--- config.mk ---
export PLATFORM = sky130hd
export DESIGN_NAME = clock_enable_sequencer
export DESIGN_NICKNAME = d
export VERILOG_FILES = /design/src/rtl/clock_seq_pkg.sv /design/src/rtl/seq_gap_counter.sv /design/src/rtl/clock_enable_sequencer.sv
export SDC_FILE = /design/constraint.sdc
export NUM_CORES = 1
export LEC_CHECK = 0
export ABC_AREA = 1
export CORE_ASPECT_RATIO = 2
export CORE_MARGIN = 2
export CORE_UTILIZATION = 40
export CTS_CLUSTER_SIZE = 25
export DETAILED_ROUTE_END_ITERATION = 8
export DONT_BUFFER_PORTS = 1
export PLACE_DENSITY_LB_ADDON = 0.12
export RECOVER_POWER = 100
export SLEW_MARGIN = 40
export SYNTH_ARGS = -nofsm -noshare
export SYNTH_HDL_FRONTEND = slang
export SYNTH_SLANG_ARGS = --single-unit
--- constraint.sdc ---
create_clock -name clk -period 1.9 [get_ports clk]
set_input_delay 0.285 -clock clk [delete_from_list [all_inputs] [get_ports clk]]
set_output_delay 0.285 -clock clk [all_outputs]
set_load 0.01 [all_outputs]
--- src/rtl/clock_seq_pkg.sv ---
// ============================================================================
// clock_seq_pkg : shared types and constants for the clock enable sequencer
// Revision 1.0
// ============================================================================
`default_nettype none

package clock_seq_pkg;

    typedef enum logic [1:0] {
        IDLE      = 2'd0,
        RAMP_UP   = 2'd1,
        ON        = 2'd2,
        RAMP_DOWN = 2'd3
    } seq_state_t;

    localparam int unsigned DEFAULT_GAP = 0;

endpackage

`default_nettype wire

--- src/rtl/seq_gap_counter.sv ---
// ============================================================================
// seq_gap_counter : loadable down-counter, expired while the count sits at 0
// Revision 1.0
// ============================================================================
`default_nettype none

module seq_gap_counter #(
    parameter int GAP_W = 8
) (
    input  logic             clk,
    input  logic             rst_n,
    input  logic             load_i,
    input  logic [GAP_W-1:0] value_i,
    output logic             expired_o
);

    logic [GAP_W-1:0] count;

    // Saturates at zero so a full-scale gap never wraps early.
    always_ff @(posedge clk or negedge rst_n) begin
        if (!rst_n) begin
            count <= '0;
        end else if (load_i) begin
            count <= value_i;
        end else if (count != '0) begin
            count <= count - 1'b1;
        end
    end

    assign expired_o = (count == '0);

endmodule

`default_nettype wire

--- src/rtl/clock_enable_sequencer.sv ---
// ============================================================================
// clock_enable_sequencer : ordered power-up / power-down of clock enables
// Revision 1.0
// ============================================================================
`default_nettype none

module clock_enable_sequencer
    import clock_seq_pkg::*;
#(
    parameter int NUM_CLK = 4,
    parameter int GAP_W   = 8
) (
    input  logic               clk,
    input  logic               rst_n,
    input  logic               start_i,
    input  logic               stop_i,
    input  logic [GAP_W-1:0]   gap_i,
    output logic [NUM_CLK-1:0] enable_o,
    output logic               busy_o,
    output logic               running_o,
    output logic               up_done_o,
    output logic               down_done_o
);

    localparam int IDX_W = (NUM_CLK > 1) ? $clog2(NUM_CLK) : 1;

    seq_state_t         state,     state_n;
    logic [IDX_W-1:0]   idx,       idx_n;
    logic [GAP_W-1:0]   gap_q,     gap_n;
    logic [NUM_CLK-1:0] enable_q,  enable_n;
    logic               busy_q,    busy_n;
    logic               running_q, running_n;
    logic               up_done_q, up_done_n;
    logic               down_done_q, down_done_n;
    logic               last_step;
    logic               cnt_load;
    logic [GAP_W-1:0]   cnt_value;
    logic               cnt_expired;

    seq_gap_counter #(
        .GAP_W (GAP_W)
    ) u_gap_counter (
        .clk       (clk),
        .rst_n     (rst_n),
        .load_i    (cnt_load),
        .value_i   (cnt_value),
        .expired_o (cnt_expired)
    );

    always_ff @(posedge clk or negedge rst_n) begin
        if (!rst_n) begin
            state       <= IDLE;
            idx         <= '0;
            gap_q       <= '0;
            enable_q    <= '0;
            busy_q      <= 1'b0;
            running_q   <= 1'b0;
            up_done_q   <= 1'b0;
            down_done_q <= 1'b0;
        end else begin
            state       <= state_n;
            idx         <= idx_n;
            gap_q       <= gap_n;
            enable_q    <= enable_n;
            busy_q      <= busy_n;
            running_q   <= running_n;
            up_done_q   <= up_done_n;
            down_done_q <= down_done_n;
        end
    end

    // Accepting a request loads a zero gap so the first step lands on the next edge.
    always_comb begin
        state_n     = state;
        idx_n       = idx;
        gap_n       = gap_q;
        enable_n    = enable_q;
        busy_n      = busy_q;
        running_n   = running_q;
        up_done_n   = 1'b0;
        down_done_n = 1'b0;
        last_step   = 1'b0;
        cnt_load    = 1'b0;
        cnt_value   = gap_q;

        case (state)
            IDLE: begin
                if (start_i && !stop_i) begin
                    state_n   = RAMP_UP;
                    gap_n     = gap_i;
                    idx_n     = '0;
                    cnt_load  = 1'b1;
                    cnt_value = GAP_W'(DEFAULT_GAP);
                end
            end
            RAMP_UP: begin
                if (stop_i) begin
                    state_n   = RAMP_DOWN;
                    gap_n     = gap_i;
                    cnt_load  = 1'b1;
                    cnt_value = GAP_W'(DEFAULT_GAP);
                end else if (cnt_expired) begin
                    if (!enable_q[0]) begin
                        enable_n[0] = 1'b1;
                        last_step   = (NUM_CLK == 1);
                    end else begin
                        idx_n           = idx + 1'b1;
                        enable_n[idx_n] = 1'b1;
                        last_step       = (idx_n == IDX_W'(NUM_CLK - 1));
                    end
                    if (last_step) begin
                        state_n   = ON;
                        busy_n    = 1'b0;
                        running_n = 1'b1;
                        up_done_n = 1'b1;
                    end else begin
                        busy_n   = 1'b1;
                        cnt_load = 1'b1;
                    end
                end
            end
            ON: begin
                if (stop_i) begin
                    state_n   = RAMP_DOWN;
                    gap_n     = gap_i;
                    cnt_load  = 1'b1;
                    cnt_value = GAP_W'(DEFAULT_GAP);
                end
            end
            RAMP_DOWN: begin
                if (cnt_expired) begin
                    enable_n[idx] = 1'b0;
                    running_n     = 1'b0;
                    if (idx == '0) begin
                        state_n     = IDLE;
                        busy_n      = 1'b0;
                        down_done_n = 1'b1;
                    end else begin
                        idx_n    = idx - 1'b1;
                        busy_n   = 1'b1;
                        cnt_load = 1'b1;
                    end
                end
            end
            default: begin
                state_n = IDLE;
            end
        endcase
    end

    assign enable_o    = enable_q;
    assign busy_o      = busy_q;
    assign running_o   = running_q;
    assign up_done_o   = up_done_q;
    assign down_done_o = down_done_q;

endmodule

`default_nettype wire

==> flow_summary.yaml, run 1 <==
layout:
  n_fill_cell: 448
  fin_area_um2: 1891
  diodes: 0
  syn_to_final_growth_pct: 8.940
  post_route_cells_drive_above_1_share_pct: 14.47
  design.final.nets: 260
setup_path:
  crit_end_element: "register"
  cp_common_cell: "nand2_1"
  regToRegStartpoint: "state[0]$_DFFE_PN0P_"
  cp_slowest_stage_delay_ns: 0.38
  worstSetupPathType: "register to register"
  critPathRequiredTime_ns: 2.07
  r2r-end: "u_gap_counter.count[0]$_DFFE_PN0P_"
  startpoint_type: "register"
  worst_r2r_path_depth: 10
  setup_crit_end: "u_gap_counter.count[0]$_DFFE_PN0P_"
  crit_fanout: 9
  cpMaxStageDelayCell: "dfrtp_1"
  r2r_setup_slack_ns: 0.16
  worstPathCellList: "clkbuf_2, ha_1, nand2_1, nand2_1, a21oi_1, nand2_1, nand2_4, inv_2, nand2_1, o21ai_0"
  arrival_ns: 1.91
  critical_path.startpoint: "state[0]$_DFFE_PN0P_"
global_route:
  global_route.usage.total_pct: 17.40
  global_route_wire_length_before_repair_mm: 6.492
  overflow: 0
  grt_pass1_vias: 1506
  antenna_found_initial: 0
  grt_max_degree: 29
power_and_ir_drop:
  static-leakage-power_nw: 0.9707
  cellPowerDensity_nw_per_um2: 1849
  irDropWorstVdd_mv: 0.8666
route:
  vias_per_cell: 4.868
  antenna_left: 0
  post-route-drc-count: 0
  detailroute.via_count: 1397
  dr.pass1.iters: 4
  drt_iter0_drc: 15
  route.final.wire_length_mm: 3.794
  routedWlPerCell_um: 13.22
clocking:
  root_buffer: "clkbuf_8"
  clk_transition_reported_paths_ns: 0.10
  cts_setup_buffers: 0
  h-tree-depth: 1
  clk_latency_ns: 0.28
  clockBufferDepth: 2
  tritoncts_clock_tree: "built"
  clock_sink_count: 28
  cts-buffers-inserted: 3
timing:
  worstMarginPinSlew_ns: 0.7066
  finalSetupViolCount: 0
  fmax_mhz: 575.3
  grt_setup_unrepaired: "no"
  final_max_slew_viol_count: 0
  fin_worst_skew_ns: 0.003610
  final-hold-violation-count: 0
  layout_worst_path_cycle_share_pct: 91.49
  setup_total_negative_slack_ns: 0
  relSlewSlack_pct: 52.89
  min_tclk_post_route_ns: 1.738
yosys:
  netlist_area_um2: 1735
  synthCells: 225
  synth_sequential_area_ratio_pct: 40.37
  synth.net_count: 249
  synthesis.yosys.warnings: 0
  synth_seq_cells: 28
  synthDistinctLibCells: 25
  postSynthAreaPerCell_um2: 7.713
floorplanning:
  die_area_um2: 4913
  rows: 33
  top_level_ports: 20
  fp.coreArea_um2: 4129
  floorplan.die.width_um: 50.58
  dieHeight_um: 97.15
  floorplan.initialDensity_pct: 42.03
placement:
  standard_cell_area_after_detailed_placement_um2: 1824
  numPortBuffers: 0
  place.detailed.hpwl_mm: 3.055
  routabilityCongestion: 0.8517
hold_path:
  holdCritStartpoint: "stop_i"
  hold_class: "input pin to register"
outcome:
  outcome: "finished clean"
run:
  maxCapViolations: 0
-- worst min path at each step --
stage               cells past startpoint                  end  slack (ns)
floorplan                               0   busy_o$_DFFE_PN0P_       -0.01
finish                                  1  up_done_o$_DFF_PN0_        0.07
global route                            1  up_done_o$_DFF_PN0_        0.06
detailed placement                      0   idx[1]$_DFFE_PN0P_       -0.01
CTS                                     1  up_done_o$_DFF_PN0_        0.07
global placement                        0   idx[0]$_DFFE_PN0P_       -0.01
-- layer usage --
layer / GRT usage (%) / wire length [um]
met5: 0 / 0
met4: 6.653 / 63
met3: 2.308 / 97
met2: 35.83 / 2307
met1: 15.65 / 1326
-- metrics by stage --
stage          power (mW)  utilization [%]  setup WS [ns]  cells  hold slack (ns)
6_report            3.495            45.79         0.1616    287          0.07036
5_1_grt             3.900            45.79        0.02200    287          0.06100
4_1_cts             3.594            46.24        0.06802    287          0.07005
3_5_place_dp        3.181            44.18        0.09204    281        -0.009833
3_3_place_gp        3.134            44.00        0.08260    281        -0.009869
2_1_floorplan       2.712                -         0.3359    225         -0.01059
-- state kept, by name, summed over array words and instances (netlist names) --
name	cells
running_o	1
busy_o	1
u_gap_counter.count	8
enable_o	4
up_done_o	1
down_done_o	1
idx	2
gap_q	8
state	2
-- synthesized netlist by cell type, drive strengths merged --
cell / count / share of area [%]
a21oi: 16 / 6.6
buf: 3 / 2.1
dfrtp: 28 / 40
ha: 12 / 8.7
inv: 29 / 6.4
nand2: 61 / 14
nand3: 8 / 2.3
nand3b: 2 / 0.86
nor2: 39 / 10
nor3: 2 / 0.58
nor4: 1 / 0.36
o211ai: 2 / 0.86
o21ai: 20 / 6.0
o22ai: 1 / 0.36
xor2: 1 / 0.50
-- report_power, final --
group          switching (mW)  internal (mW)  total, mW  leakage, nW
registers               0.198          0.867       1.06        0.337
clock network           0.192          0.186      0.378       0.0288
logic                    1.32          0.735       2.05        0.605
total                    1.71           1.79       3.50        0.971
-- cell type report --
cell class | instances | area [um2] | share of cell area, %
clock buffers | 4 | 55.05 | 2.912
flip-flops and latches | 28 | 700.7 | 37.06
inverters | 29 | 108.9 | 5.758
well taps | 52 | 65.06 | 3.441
repair buffers | 9 | 61.31 | 3.243
multi-input cells | 165 | 899.6 | 47.58
-- timing repair --
action                     in CTS  in global routing
hold endpoints to repair       28                  0
hold buffers                    2                  0
resized for setup               0                  4
setup endpoints to repair       0                  7
-- placed cells by master (no fill, tap or decap), drive strengths merged, types with 5 or more instances in the layout --
cell / instances
a21oi: 16
buf: 5
clkbuf: 7
dfrtp: 28
ha: 12
inv: 29
nand2: 61
nand3: 8
nor2: 39
o21ai: 20
-- cells by family after synthesis --
logic type | after synthesis | share of synthesized area [%]
simple gates | 113 | 28.19
compound gates | 39 | 13.77
buf+inv | 32 | 8.507
flops | 28 | 40.37
fa+ha+maj | 12 | 8.652
xor+xnor | 1 | 0.5048
-- critical path: cells and delay by family (launching register included) --
kind	cells	cell delay [ns]
AND/OR/NAND/NOR	5	0.53
flip-flops	1	0.38
buffers and inverters	2	0.23
adder cells (fa/ha/maj)	1	0.29
AO/OA/AOI/OAI	2	0.19
(Power assumes the default switching activity.)
==> inputs of run 2 (changes only) <==
--- a/config.mk
+++ b/config.mk
@@ -12,7 +12,7 @@
 export CTS_CLUSTER_SIZE = 25
 export DETAILED_ROUTE_END_ITERATION = 8
 export DONT_BUFFER_PORTS = 1
-export PLACE_DENSITY_LB_ADDON = 0.12
+export PLACE_DENSITY = 0.58
 export RECOVER_POWER = 100
 export SLEW_MARGIN = 40
 export SYNTH_ARGS = -nofsm -noshare
==> flow_summary.yaml, run 2 (synthesis results as in run 1) <==
route:
  post-route-drc-count: 0
  drt_iter0_drc: 19
  antenna_left: 0
  detailroute.wirelength.met3_um: 124
  top_layer_used: "met4"
  detailroute.via_count: 1427
  routedWlPerCell_um: 13.04
  vias_per_cell: 4.955
  route.final.wire_length_mm: 3.755
  dr.pass1.iters: 4
  met2_wirelength_mm: 2.240
  wirelength_met1_mm: 1.329
setup_path:
  cp_slowest_stage_delay_ns: 0.39
  worst_r2r_path_depth: 10
  arrival_ns: 1.88
  cpMaxStageDelayCell: "dfrtp_1"
  cp_common_cell: "nand2_1"
  r2r_setup_slack_ns: 0.19
  critPathRequiredTime_ns: 2.07
  startpoint_type: "register"
  worstSetupPathType: "register to register"
  r2r-end: "enable_o[3]$_DFFE_PN0P_"
  regToRegStartpoint: "state[0]$_DFFE_PN0P_"
  worstPathCellList: "buf_4, ha_1, inv_2, nand2_1, o21ai_1, nand2_2, nor2_4, nand2_1, nand2_1, nand2_1"
  crit_fanout: 6
  crit_end_element: "register"
power_and_ir_drop:
  irDropWorstVdd_mv: 0.8711
  cellPowerDensity_nw_per_um2: 1890
  static-leakage-power_nw: 0.9804
hold_path:
  holdCritStartpoint: "stop_i"
  min_to: "up_done_o$_DFF_PN0_"
  min_path_cells: 1
  hold_class: "input pin to register"
timing:
  relSlewSlack_pct: 51.27
  final_max_slew_viol_count: 0
  final-hold-violation-count: 0
  grt_setup_unrepaired: "no"
  timing.hold.ws_ns: 0.08281
  layout_worst_path_cycle_share_pct: 89.86
  worstMarginPinSlew_ns: 0.7309
  fmax_mhz: 585.7
  finalSetupViolCount: 0
  min_tclk_post_route_ns: 1.707
  fin_worst_skew_ns: 0.004012
  setup_total_negative_slack_ns: 0
layout:
  n_fill_cell: 453
  syn_to_final_growth_pct: 10.09
  layout.cells.most_common_list: "nand2_1 (56), nor2_1 (35), dfrtp_1 (28)"
  post_route_cells_drive_above_1_share_pct: 14.41
  design.final.nets: 261
  postLayoutCoreUtil_pct: 46.27
  most_common_cell_after_layout_fill_and_taps_aside: "nand2_1"
  diodes: 0
clocking:
  root_buffer: "clkbuf_8"
  clk_transition_reported_paths_ns: 0.10
  tritoncts_clock_tree: "built"
  clk_latency_ns: 0.27
  h-tree-depth: 1
  clockBufferDepth: 2
  clock_sink_count: 28
  cts-buffers-inserted: 3
global_route:
  grt_pass1_vias: 1492
  global_route.usage.total_pct: 17.04
  grt_max_degree: 29
  antenna_found_initial: 0
  global_route_wire_length_before_repair_mm: 6.479
  overflow: 0
floorplanning:
  top_level_ports: 20
  floorplan.initialDensity_pct: 42.03
  dieHeight_um: 97.15
  rows: 33
  die_area_um2: 4913
  floorplan.die.width_um: 50.58
  fp.coreArea_um2: 4129
placement:
  numPortBuffers: 0
  routabilityCongestion: 0.8297
  place.detailed.hpwl_mm: 2.958
outcome:
  outcome: "finished clean"
run:
  maxCapViolations: 0
## run 2: timing repair
item | CTS | global route
gates resized for setup | 0 | 3
hold endpoints to repair | 28 | 0
setup buffers | 0 | 0
hold buffers | 2 | 0
endpoints found under the setup margin | 0 | 11
## run 2: through the flow
stage	total power [mW]	cell area (um2)	setup WS, ns	std cells
after floorplan	2.712	1735	0.3359	225
after global placement	3.126	1824	0.1097	282
after detailed placement	3.179	1832	0.1049	282
after CTS	3.687	1933	0.09906	288
after global routing	4.024	1911	0.01206	288
final	3.610	1911	0.1927	288
## run 2: worst max-delay path, delay by kind of cell (launching register included)
family / cells / cell delay (ns)
DFF: 1 / 0.39
adders and majority gates: 1 / 0.28
AOI/OAI and AO/OA: 1 / 0.15
buffers and inverters: 2 / 0.28
and+or+nand+nor: 6 / 0.51
## run 2: final cells by class
cell class                      instances  area [um2]  area share, %
Clock inverter                          1       30.03          1.572
Timing Repair Buffer                   10       71.32          3.733
Inverter                               29       111.4          5.828
Multi-Input combinational cell        165       890.9          46.63
Tap cell                               52       65.06          3.405
Sequential cell                        28       700.7          36.67
Clock buffer                            3       41.29          2.161
## run 2: power breakdown
part / internal [mW] / switching, mW
registers: 0.867 / 0.191
logic: 0.755 / 1.32
clock network: 0.282 / 0.196
## run 2: metal layers
layer	track usage, %	vias up
met5	0	-
met3	2.308	6
met2	34.51	28
met4	5.821	0
met1	16.19	663
li1	-	730
## run 2: worst max path at each step
stage                         startpoint                            endpoint  slack, ns  cells after the start
floorplan           state[0]$_DFFE_PN0P_  u_gap_counter.count[1]$_DFFE_PN0P_       0.34                      6
global placement    state[0]$_DFFE_PN0P_             enable_o[3]$_DFFE_PN0P_       0.11                     10
detailed placement  state[0]$_DFFE_PN0P_             enable_o[3]$_DFFE_PN0P_       0.10                     10
CTS                 state[0]$_DFFE_PN0P_             enable_o[3]$_DFFE_PN0P_        0.1                     10
global route        state[0]$_DFFE_PN0P_             enable_o[3]$_DFFE_PN0P_       0.01                     10
finish              state[0]$_DFFE_PN0P_             enable_o[3]$_DFFE_PN0P_       0.19                     10
